<file path="src/rtl/ceas_pkg.sv">
// Shared definitions for the random-key Caesar encryptor/decryptor pair.
// Latency: n/a (constants, types and pure functions only).
// Backpressure: n/a.
// Contents: LFSR tap mask and step, alphabet constants, stream FSM states, decrypt helper.
package ceas_pkg;

    // Fibonacci taps 32,22,2,1 expressed as a bit mask over s[31:0]
    localparam logic [31:0] LFSR_TAPS  = 32'h8020_0003;
    localparam logic [31:0] LFSR_RESET = 32'h0000_0001;

    localparam logic [7:0] ALPHA   = 8'd26;
    localparam logic [7:0] ASCII_A = 8'h41;
    localparam logic [7:0] ASCII_Z = 8'h5A;
    localparam logic [7:0] ASCII_a = 8'h61;

    typedef enum logic {
        HDR  = 1'b0,
        DATA = 1'b1
    } state_e;

    typedef struct packed {
        logic [7:0] data;
        logic       err;
    } dec_t;

    // Standard step shared with the encryptor: new bit enters at the LSB.
    function automatic logic [31:0] LFSR_STEP(input logic [31:0] s);
        return {s[30:0], ^(s & LFSR_TAPS)};
    endfunction

    // key is at most 31, so one conditional subtract gives key % 26; the letter
    // offset plus 26 minus k stays below 52, so one more subtract finishes the mod.
    function automatic dec_t decrypt(input logic [7:0] c, input logic [4:0] key);
        logic [7:0] k;
        logic [7:0] v;
        dec_t       r;
        k = {3'b000, key};
        if (k >= ALPHA) k = k - ALPHA;
        if ((c >= ASCII_A) && (c <= ASCII_Z)) begin
            v = (c - ASCII_A) + ALPHA - k;
            if (v >= ALPHA) v = v - ALPHA;
            r.data = v + ASCII_a;
            r.err  = 1'b0;
        end else begin
            r.data = c;
            r.err  = 1'b1;
        end
        return r;
    endfunction

endpackage

</file>
<file path="src/rtl/ceas_decip_stream_if.sv">
// Ciphertext-in / plaintext-out stream bundle for the Caesar decipher stage.
// Latency: n/a (wires only).
// Backpressure: valid/ready on both sides; master drives the input stream and out_ready.
// Signals: in_data/in_valid/in_last/in_ready (input stream), out_data/out_valid/out_last/out_err/out_ready (output stream).
interface ceas_decip_stream_if;
    logic [7:0] in_data;
    logic       in_valid;
    logic       in_last;
    logic       in_ready;
    logic [7:0] out_data;
    logic       out_valid;
    logic       out_last;
    logic       out_err;
    logic       out_ready;

    modport master (
        output in_data, in_valid, in_last, out_ready,
        input  in_ready, out_data, out_valid, out_last, out_err
    );

    modport slave (
        input  in_data, in_valid, in_last, out_ready,
        output in_ready, out_data, out_valid, out_last, out_err
    );
endinterface

</file>
<file path="src/rtl/lfsr32_en.sv">
// 32-bit Fibonacci LFSR with synchronous load and step enable.
// Latency: q updates on the clock edge after load/en.
// Backpressure: n/a; holds its state whenever en is low.
// Ports: clk, rst (sync, active-high), load/seed (load wins over en), en (step once), q (state).
module lfsr32_en
    import ceas_pkg::*;
(
    input  logic        clk,
    input  logic        rst,
    input  logic        load,
    input  logic [31:0] seed,
    input  logic        en,
    output logic [31:0] q
);

    logic [31:0] lfsr_q;

    always_ff @(posedge clk) begin
        if (rst) begin
            lfsr_q <= LFSR_RESET;
        end else if (load) begin
            lfsr_q <= seed;
        end else if (en) begin
            lfsr_q <= LFSR_STEP(lfsr_q);
        end
    end

    assign q = lfsr_q;

endmodule

</file>
<file path="src/rtl/ceas_decip_stream.sv">
// Caesar decipher stage: 4-byte seed header per frame, then uppercase ciphertext -> lowercase plaintext.
// Latency: 1 cycle from data-byte acceptance to out_valid; header bytes produce no output.
// Backpressure: registered output; in_ready drops in DATA while a held byte is not being drained.
// Ports: clk, rst (sync, active-high), s (slave stream), byte_cnt (data bytes this frame), err_cnt (non-letters since reset).
module ceas_decip_stream
    import ceas_pkg::*;
#(
    parameter int KEY_LSB = 13,
    parameter int CNT_W   = 16
) (
    input  logic                  clk,
    input  logic                  rst,
    ceas_decip_stream_if.slave    s,
    output logic [CNT_W-1:0]      byte_cnt,
    output logic [CNT_W-1:0]      err_cnt
);

    state_e            state_q, state_d;
    logic [1:0]        hdr_idx_q, hdr_idx_d;
    // Only the first three header bytes need storing; the fourth arrives with the load.
    logic [23:0]       seed_q, seed_d;
    logic [7:0]        out_data_q, out_data_d;
    logic              out_valid_q, out_valid_d;
    logic              out_last_q, out_last_d;
    logic              out_err_q, out_err_d;
    logic [CNT_W-1:0]  byte_cnt_q, byte_cnt_d;
    logic [CNT_W-1:0]  err_cnt_q, err_cnt_d;

    logic [31:0]       lfsr_q;
    logic [31:0]       hdr_word;
    logic [31:0]       lfsr_seed;
    logic              lfsr_load;
    logic              lfsr_en;
    logic              in_acc;
    dec_t              dec;

    // Bits of the LFSR outside the key field are not read by this stage.
    logic              unused_lfsr;
    assign unused_lfsr = ^lfsr_q;

    assign s.in_ready = (state_q == HDR) || !out_valid_q || s.out_ready;
    assign in_acc     = s.in_valid && s.in_ready;

    assign hdr_word   = {seed_q, s.in_data};
    // An all-zero seed would lock the LFSR at zero forever.
    assign lfsr_seed  = (hdr_word == 32'h0) ? LFSR_RESET : hdr_word;

    assign dec        = decrypt(s.in_data, lfsr_q[KEY_LSB+4:KEY_LSB]);

    lfsr32_en u_lfsr (
        .clk  (clk),
        .rst  (rst),
        .load (lfsr_load),
        .seed (lfsr_seed),
        .en   (lfsr_en),
        .q    (lfsr_q)
    );

    always_comb begin
        state_d     = state_q;
        hdr_idx_d   = hdr_idx_q;
        seed_d      = seed_q;
        out_data_d  = out_data_q;
        out_valid_d = out_valid_q;
        out_last_d  = out_last_q;
        out_err_d   = out_err_q;
        byte_cnt_d  = byte_cnt_q;
        err_cnt_d   = err_cnt_q;
        lfsr_load   = 1'b0;
        lfsr_en     = 1'b0;

        // Drain first; a data-byte load below overrides it for full throughput.
        if (s.out_ready) begin
            out_valid_d = 1'b0;
        end

        if (in_acc) begin
            case (state_q)
                HDR: begin
                    seed_d    = {seed_q[15:0], s.in_data};
                    hdr_idx_d = hdr_idx_q + 2'd1;
                    if (hdr_idx_q == 2'd3) begin
                        lfsr_load  = 1'b1;
                        byte_cnt_d = '0;
                        hdr_idx_d  = 2'd0;
                        state_d    = DATA;
                    end
                end
                DATA: begin
                    out_valid_d = 1'b1;
                    out_data_d  = dec.data;
                    out_err_d   = dec.err;
                    out_last_d  = s.in_last;
                    // Step on every data byte, letter or not, to stay in lockstep with the encryptor.
                    lfsr_en     = 1'b1;
                    if (byte_cnt_q != '1) byte_cnt_d = byte_cnt_q + CNT_W'(1);
                    if (dec.err && (err_cnt_q != '1)) err_cnt_d = err_cnt_q + CNT_W'(1);
                    if (s.in_last) begin
                        state_d   = HDR;
                        hdr_idx_d = 2'd0;
                    end
                end
                default: state_d = HDR;
            endcase
        end
    end

    always_ff @(posedge clk) begin
        if (rst) begin
            state_q     <= HDR;
            hdr_idx_q   <= 2'd0;
            seed_q      <= 24'h0;
            out_data_q  <= 8'h0;
            out_valid_q <= 1'b0;
            out_last_q  <= 1'b0;
            out_err_q   <= 1'b0;
            byte_cnt_q  <= '0;
            err_cnt_q   <= '0;
        end else begin
            state_q     <= state_d;
            hdr_idx_q   <= hdr_idx_d;
            seed_q      <= seed_d;
            out_data_q  <= out_data_d;
            out_valid_q <= out_valid_d;
            out_last_q  <= out_last_d;
            out_err_q   <= out_err_d;
            byte_cnt_q  <= byte_cnt_d;
            err_cnt_q   <= err_cnt_d;
        end
    end

    assign s.out_data  = out_data_q;
    assign s.out_valid = out_valid_q;
    assign s.out_last  = out_last_q;
    assign s.out_err   = out_err_q;
    assign byte_cnt    = byte_cnt_q;
    assign err_cnt     = err_cnt_q;

endmodule

</file>
<file path="src/flat_wrapper.sv">
// flat-port wrapper written by rule: the top's interface ports become plain ports
module ceas_decip_stream_flat import ceas_pkg::*;
#(
    parameter int KEY_LSB = 13,
    parameter int CNT_W   = 16
)
  (clk, rst, byte_cnt, err_cnt, s_in_data, s_in_valid, s_in_last, s_out_ready, s_in_ready, s_out_data, s_out_valid, s_out_last, s_out_err);
  ceas_decip_stream_if s_i ();
  input  logic clk;
  input  logic rst;
  output logic [CNT_W-1:0] byte_cnt;
  output logic [CNT_W-1:0] err_cnt;
  input wire logic [$bits(s_i.in_data)-1:0] s_in_data;
  input wire logic [$bits(s_i.in_valid)-1:0] s_in_valid;
  input wire logic [$bits(s_i.in_last)-1:0] s_in_last;
  input wire logic [$bits(s_i.out_ready)-1:0] s_out_ready;
  output wire logic [$bits(s_i.in_ready)-1:0] s_in_ready;
  output wire logic [$bits(s_i.out_data)-1:0] s_out_data;
  output wire logic [$bits(s_i.out_valid)-1:0] s_out_valid;
  output wire logic [$bits(s_i.out_last)-1:0] s_out_last;
  output wire logic [$bits(s_i.out_err)-1:0] s_out_err;
  assign s_i.in_data = s_in_data;
  assign s_i.in_valid = s_in_valid;
  assign s_i.in_last = s_in_last;
  assign s_i.out_ready = s_out_ready;
  assign s_in_ready = s_i.in_ready;
  assign s_out_data = s_i.out_data;
  assign s_out_valid = s_i.out_valid;
  assign s_out_last = s_i.out_last;
  assign s_out_err = s_i.out_err;
  ceas_decip_stream #(.KEY_LSB(KEY_LSB), .CNT_W(CNT_W)) u_core (.clk(clk), .rst(rst), .s(s_i), .byte_cnt(byte_cnt), .err_cnt(err_cnt));
endmodule
</file>
<file path="config.mk">
export PLATFORM = sky130hd
export DESIGN_NAME = ceas_decip_stream_flat
export DESIGN_NICKNAME = d
export VERILOG_FILES = /design/src/rtl/ceas_pkg.sv /design/src/rtl/ceas_decip_stream_if.sv /design/src/rtl/lfsr32_en.sv /design/src/rtl/ceas_decip_stream.sv /design/src/flat_wrapper.sv
export SDC_FILE = /design/constraint.sdc
export NUM_CORES = 1
export LEC_CHECK = 0
export ABC_AREA = 1
export ABC_CLOCK_PERIOD_IN_PS = 7400
export CAP_MARGIN = 30
export CORE_UTILIZATION = 45
export CTS_BUF_LIST = sky130_fd_sc_hd__clkbuf_16
export DETAILED_ROUTE_END_ITERATION = 10
export GPL_ROUTABILITY_DRIVEN = 0
export GPL_TIMING_DRIVEN = 0
export PLACE_DENSITY_LB_ADDON = 0.08
export SLEW_MARGIN = 20
export SYNTH_ARGS = -nofsm -noshare
export SYNTH_HDL_FRONTEND = slang
export SYNTH_SLANG_ARGS = --single-unit
</file>
<file path="constraint.sdc">
create_clock -name clk -period 7.4 [get_ports clk]
set_input_delay 1.48 -clock clk [delete_from_list [all_inputs] [get_ports clk]]
set_output_delay 1.48 -clock clk [all_outputs]
set_load 0.01 [all_outputs]
</file>
==> run metrics <==
CP Max Fanout 6; Main synth FF type dfxtp_1; CTS clk-pin slew, worst paths 0.07 ns; fin nets 843; H-tree Lvls 3; GRT overflow 0; First-pass DRT Iterations 6; post-layout min period roughly 4.6 ns; Residual DRC 0; critical path class in2reg; Tot GR Track Use 0.241; period utilisation layout 0.625; RSZ-0062 raised after global routing false; number of synthesized flops with an enable pin 0; DR iter-0 viols approximately 330; cts-stage hold buffer count 0; Initial Utilization 0.463; Clk network pwr share 0.362; Mapped Area roughly 0.0053 sq mm; final setup fails 0; Root Buffer Master clkbuf_16; Worst setup EP type flop; post-synth top area cell dfxtp_1; Pint roughly 0.00085 W; largest cells by area after synthesis dfxtp_1, nand2_1, o21ai_0; maximum number of pins on one net before global-route repair 16; Syn Area/Cell roughly 7.1 sq um; Synth top area share 0.386; DR vias 5259; initial antenna violation count 0; startpoint types input pin; worst min path class reg2reg; clock buffer depth 2; post-CTS sizing 0; Syn Inst Count between 700 and 800; final slew viol count 0; VDD IR-drop max ~0.14 mV; Area growth syn-to-layout 18.8%; die width approximately 110 um; num rows 39; vias in the first global route roughly 4800; Flop pwr share 0.491; top-count cell post-synth nand2_1; critical path arrival 4.85 ns; worst skew pair latency between 0.3 and 0.4 ns; setup repair bufs after CTS 0; Worst EP required between 7 and 8 ns; Post-DP HPWL 10400 um; Worst-Margin Slew 0.648 ns; Core ar. 0.0114 sq mm; Util after Layout 0.550; die area between 0.01 and 0.015 sq mm; CTS buffer count 9; LEAKAGE approximately 2.5 nW; fmax approximately 0.22 GHz; synth warn 0; Comb power frac 0.147; Ports 57; post-route ant nets 0; CTS tree done; power per cell area about 190 mW/mm^2; setup TNS 0 ns; layout cells sized above 1 0.0713; Final Hold Viols 0; Net Sw Frac 0.281; synth cell count leaders nand2_1, dfxtp_1, o21ai_0, inv_1, a21oi_1; Worst slew margin 0.568; synth unique cells between 40 and 50; post-DR vias/cell ~5.5; synthesized net count 776; global-route wire length before repair around 23000 um; chip height ~110 um; post-synthesis register bit count ~100; reg-to-reg slack, setup around 3.8 ns; Seq/Total Area, Yosys 0.386; total wire length between 10000 and 15000 um; asr flop ratio synth 0; status finished, final reports clean; max cap viols 0; Psw 0.000331 W; WL per Instance ~14 um; ant diodes 0; Port Buf Inserts 56; Clock Sinks 102; Clock Skew 0.00656 ns
[registers in the layout, indices dropped and copies added, names as in the netlist]
| name | flops |
|---|---|
| u_core.u_lfsr.q | 32 |
| u_core.seed_q | 24 |
| u_core.byte_cnt | 16 |
| u_core.err_cnt | 16 |
| u_core.s.out_data | 8 |
| u_core.hdr_idx_q | 2 |
| u_core.s.out_err | 1 |
| u_core.s.out_last | 1 |
| u_core.s.out_valid | 1 |
| u_core.state_q | 1 |
[cells by family (layout without fill, tap and decap cells)]
kind of cell / count (synthesis) / after routing / synth area share
fa+ha+maj: 20 / 20 / 0.0488
xor+xnor: 6 / 6 / 0.00994
compound gates: 197 / 197 / 0.199
buf+inv: 121 / 192 / 0.0859
flops: 102 / 102 / 0.386
simple gates: 297 / 297 / 0.270
[final timing paths]
kind | to | cells after the start | from
min | u_core.byte_cnt[4] | 2 | u_core.byte_cnt[4]
max | u_core.s.out_data[6] | 25 | s_in_data[1]
max reg2reg | u_core.s.out_data[6] | 27 | u_core.u_lfsr.q[15]
min reg2reg | u_core.byte_cnt[4] | 2 | u_core.byte_cnt[4]
[stage by stage]
stage / instances / hold slack [ns] / instance area, sq um / setup slack [ns] / power (W)
after global placement: 942 / 0.444 / 6030 / 2.47 / 0.000755
after global routing: 957 / 0.485 / 6280 / 2.51 / 0.00123
after floorplan: 743 / 0.443 / 5290 / 3.42 / 0.000712
after detailed placement: 942 / 0.453 / 6030 / 2.43 / 0.000760
final: 957 / 0.457 / 6280 / 2.78 / 0.00118
after CTS: 957 / 0.464 / 6280 / 2.80 / 0.00118
[metal layers]
layer / global-route usage / vias up / wire length (um)
li1: - / 2611 / -
met4: 0.0733 / 0 / 266
met1: 0.310 / 2476 / 6360
met3: 0.0482 / 24 / 674
met2: 0.404 / 148 / 6520
met5: 0 / - / 0
[placed cells by master, fill, tap and decap left out, types with 2 or more instances in the layout]
cell type / count
a211oi_1: 3
a21oi_1: 64
a221oi_1: 6
a31oi_1: 7
and3_1: 2
buf_1: 4
clkbuf_1: 22
clkbuf_16: 9
clkdlybuf4s50_1: 56
clkinv_1: 4
clkinvlp_4: 2
dfxtp_1: 102
ha_1: 19
inv_1: 83
inv_2: 11
nand2_1: 140
nand2_2: 7
nand2_4: 7
nand3_1: 23
nand3_2: 6
nand3b_1: 2
nand4_1: 7
nand4_2: 2
nor2_1: 59
nor2_2: 4
nor2_4: 2
nor3_1: 15
nor3b_1: 4
nor4_1: 10
o21a_1: 3
o21ai_0: 102
o21ai_1: 6
o221ai_1: 2
or2_2: 2
xnor2_1: 2
xor2_1: 4
[area by class of cell]
class	instances	area [sq um]
buffer	26	97.6
clock buffer	9	225
clock inverter	6	31.3
fill	1170	5140
inverter	95	357
multi-input combinational	520	2790
sequential	102	2040
tap	143	179
timing repair buffer	56	561
[power by group through the flow]
stage | Clock [W] | Sequential (W) | Combinational [W]
after detailed placement | 0 | 0.000589 | 0.000170
after floorplan | 0 | 0.000584 | 0.000128
after global placement | 0 | 0.000589 | 0.000166
after global routing | 0.000455 | 0.000579 | 0.000195
final | 0.000426 | 0.000578 | 0.000173
after CTS | 0.000433 | 0.000577 | 0.000171
[worst max-delay path, stage by stage]
cell,delay [ns]
clkdlybuf4s50_1,0.61
inv_1,0.13
ha_1,0.29
inv_1,0.04
ha_1,0.23
fa_1,0.44
inv_1,0.10
nand2_1,0.05
nand2_1,0.13
nor2_1,0.07
nand3_2,0.10
nand2_4,0.08
nor2_8,0.13
nand2_4,0.08
nand2_1,0.06
nand2_1,0.09
ha_1,0.21
nand2_2,0.09
nor2_2,0.04
nand2_1,0.10
nand2_1,0.06
nand2_1,0.05
nand3_1,0.06
nand2_1,0.07
a21oi_1,0.05
No activity file was read; power rests on OpenSTA's default activity.
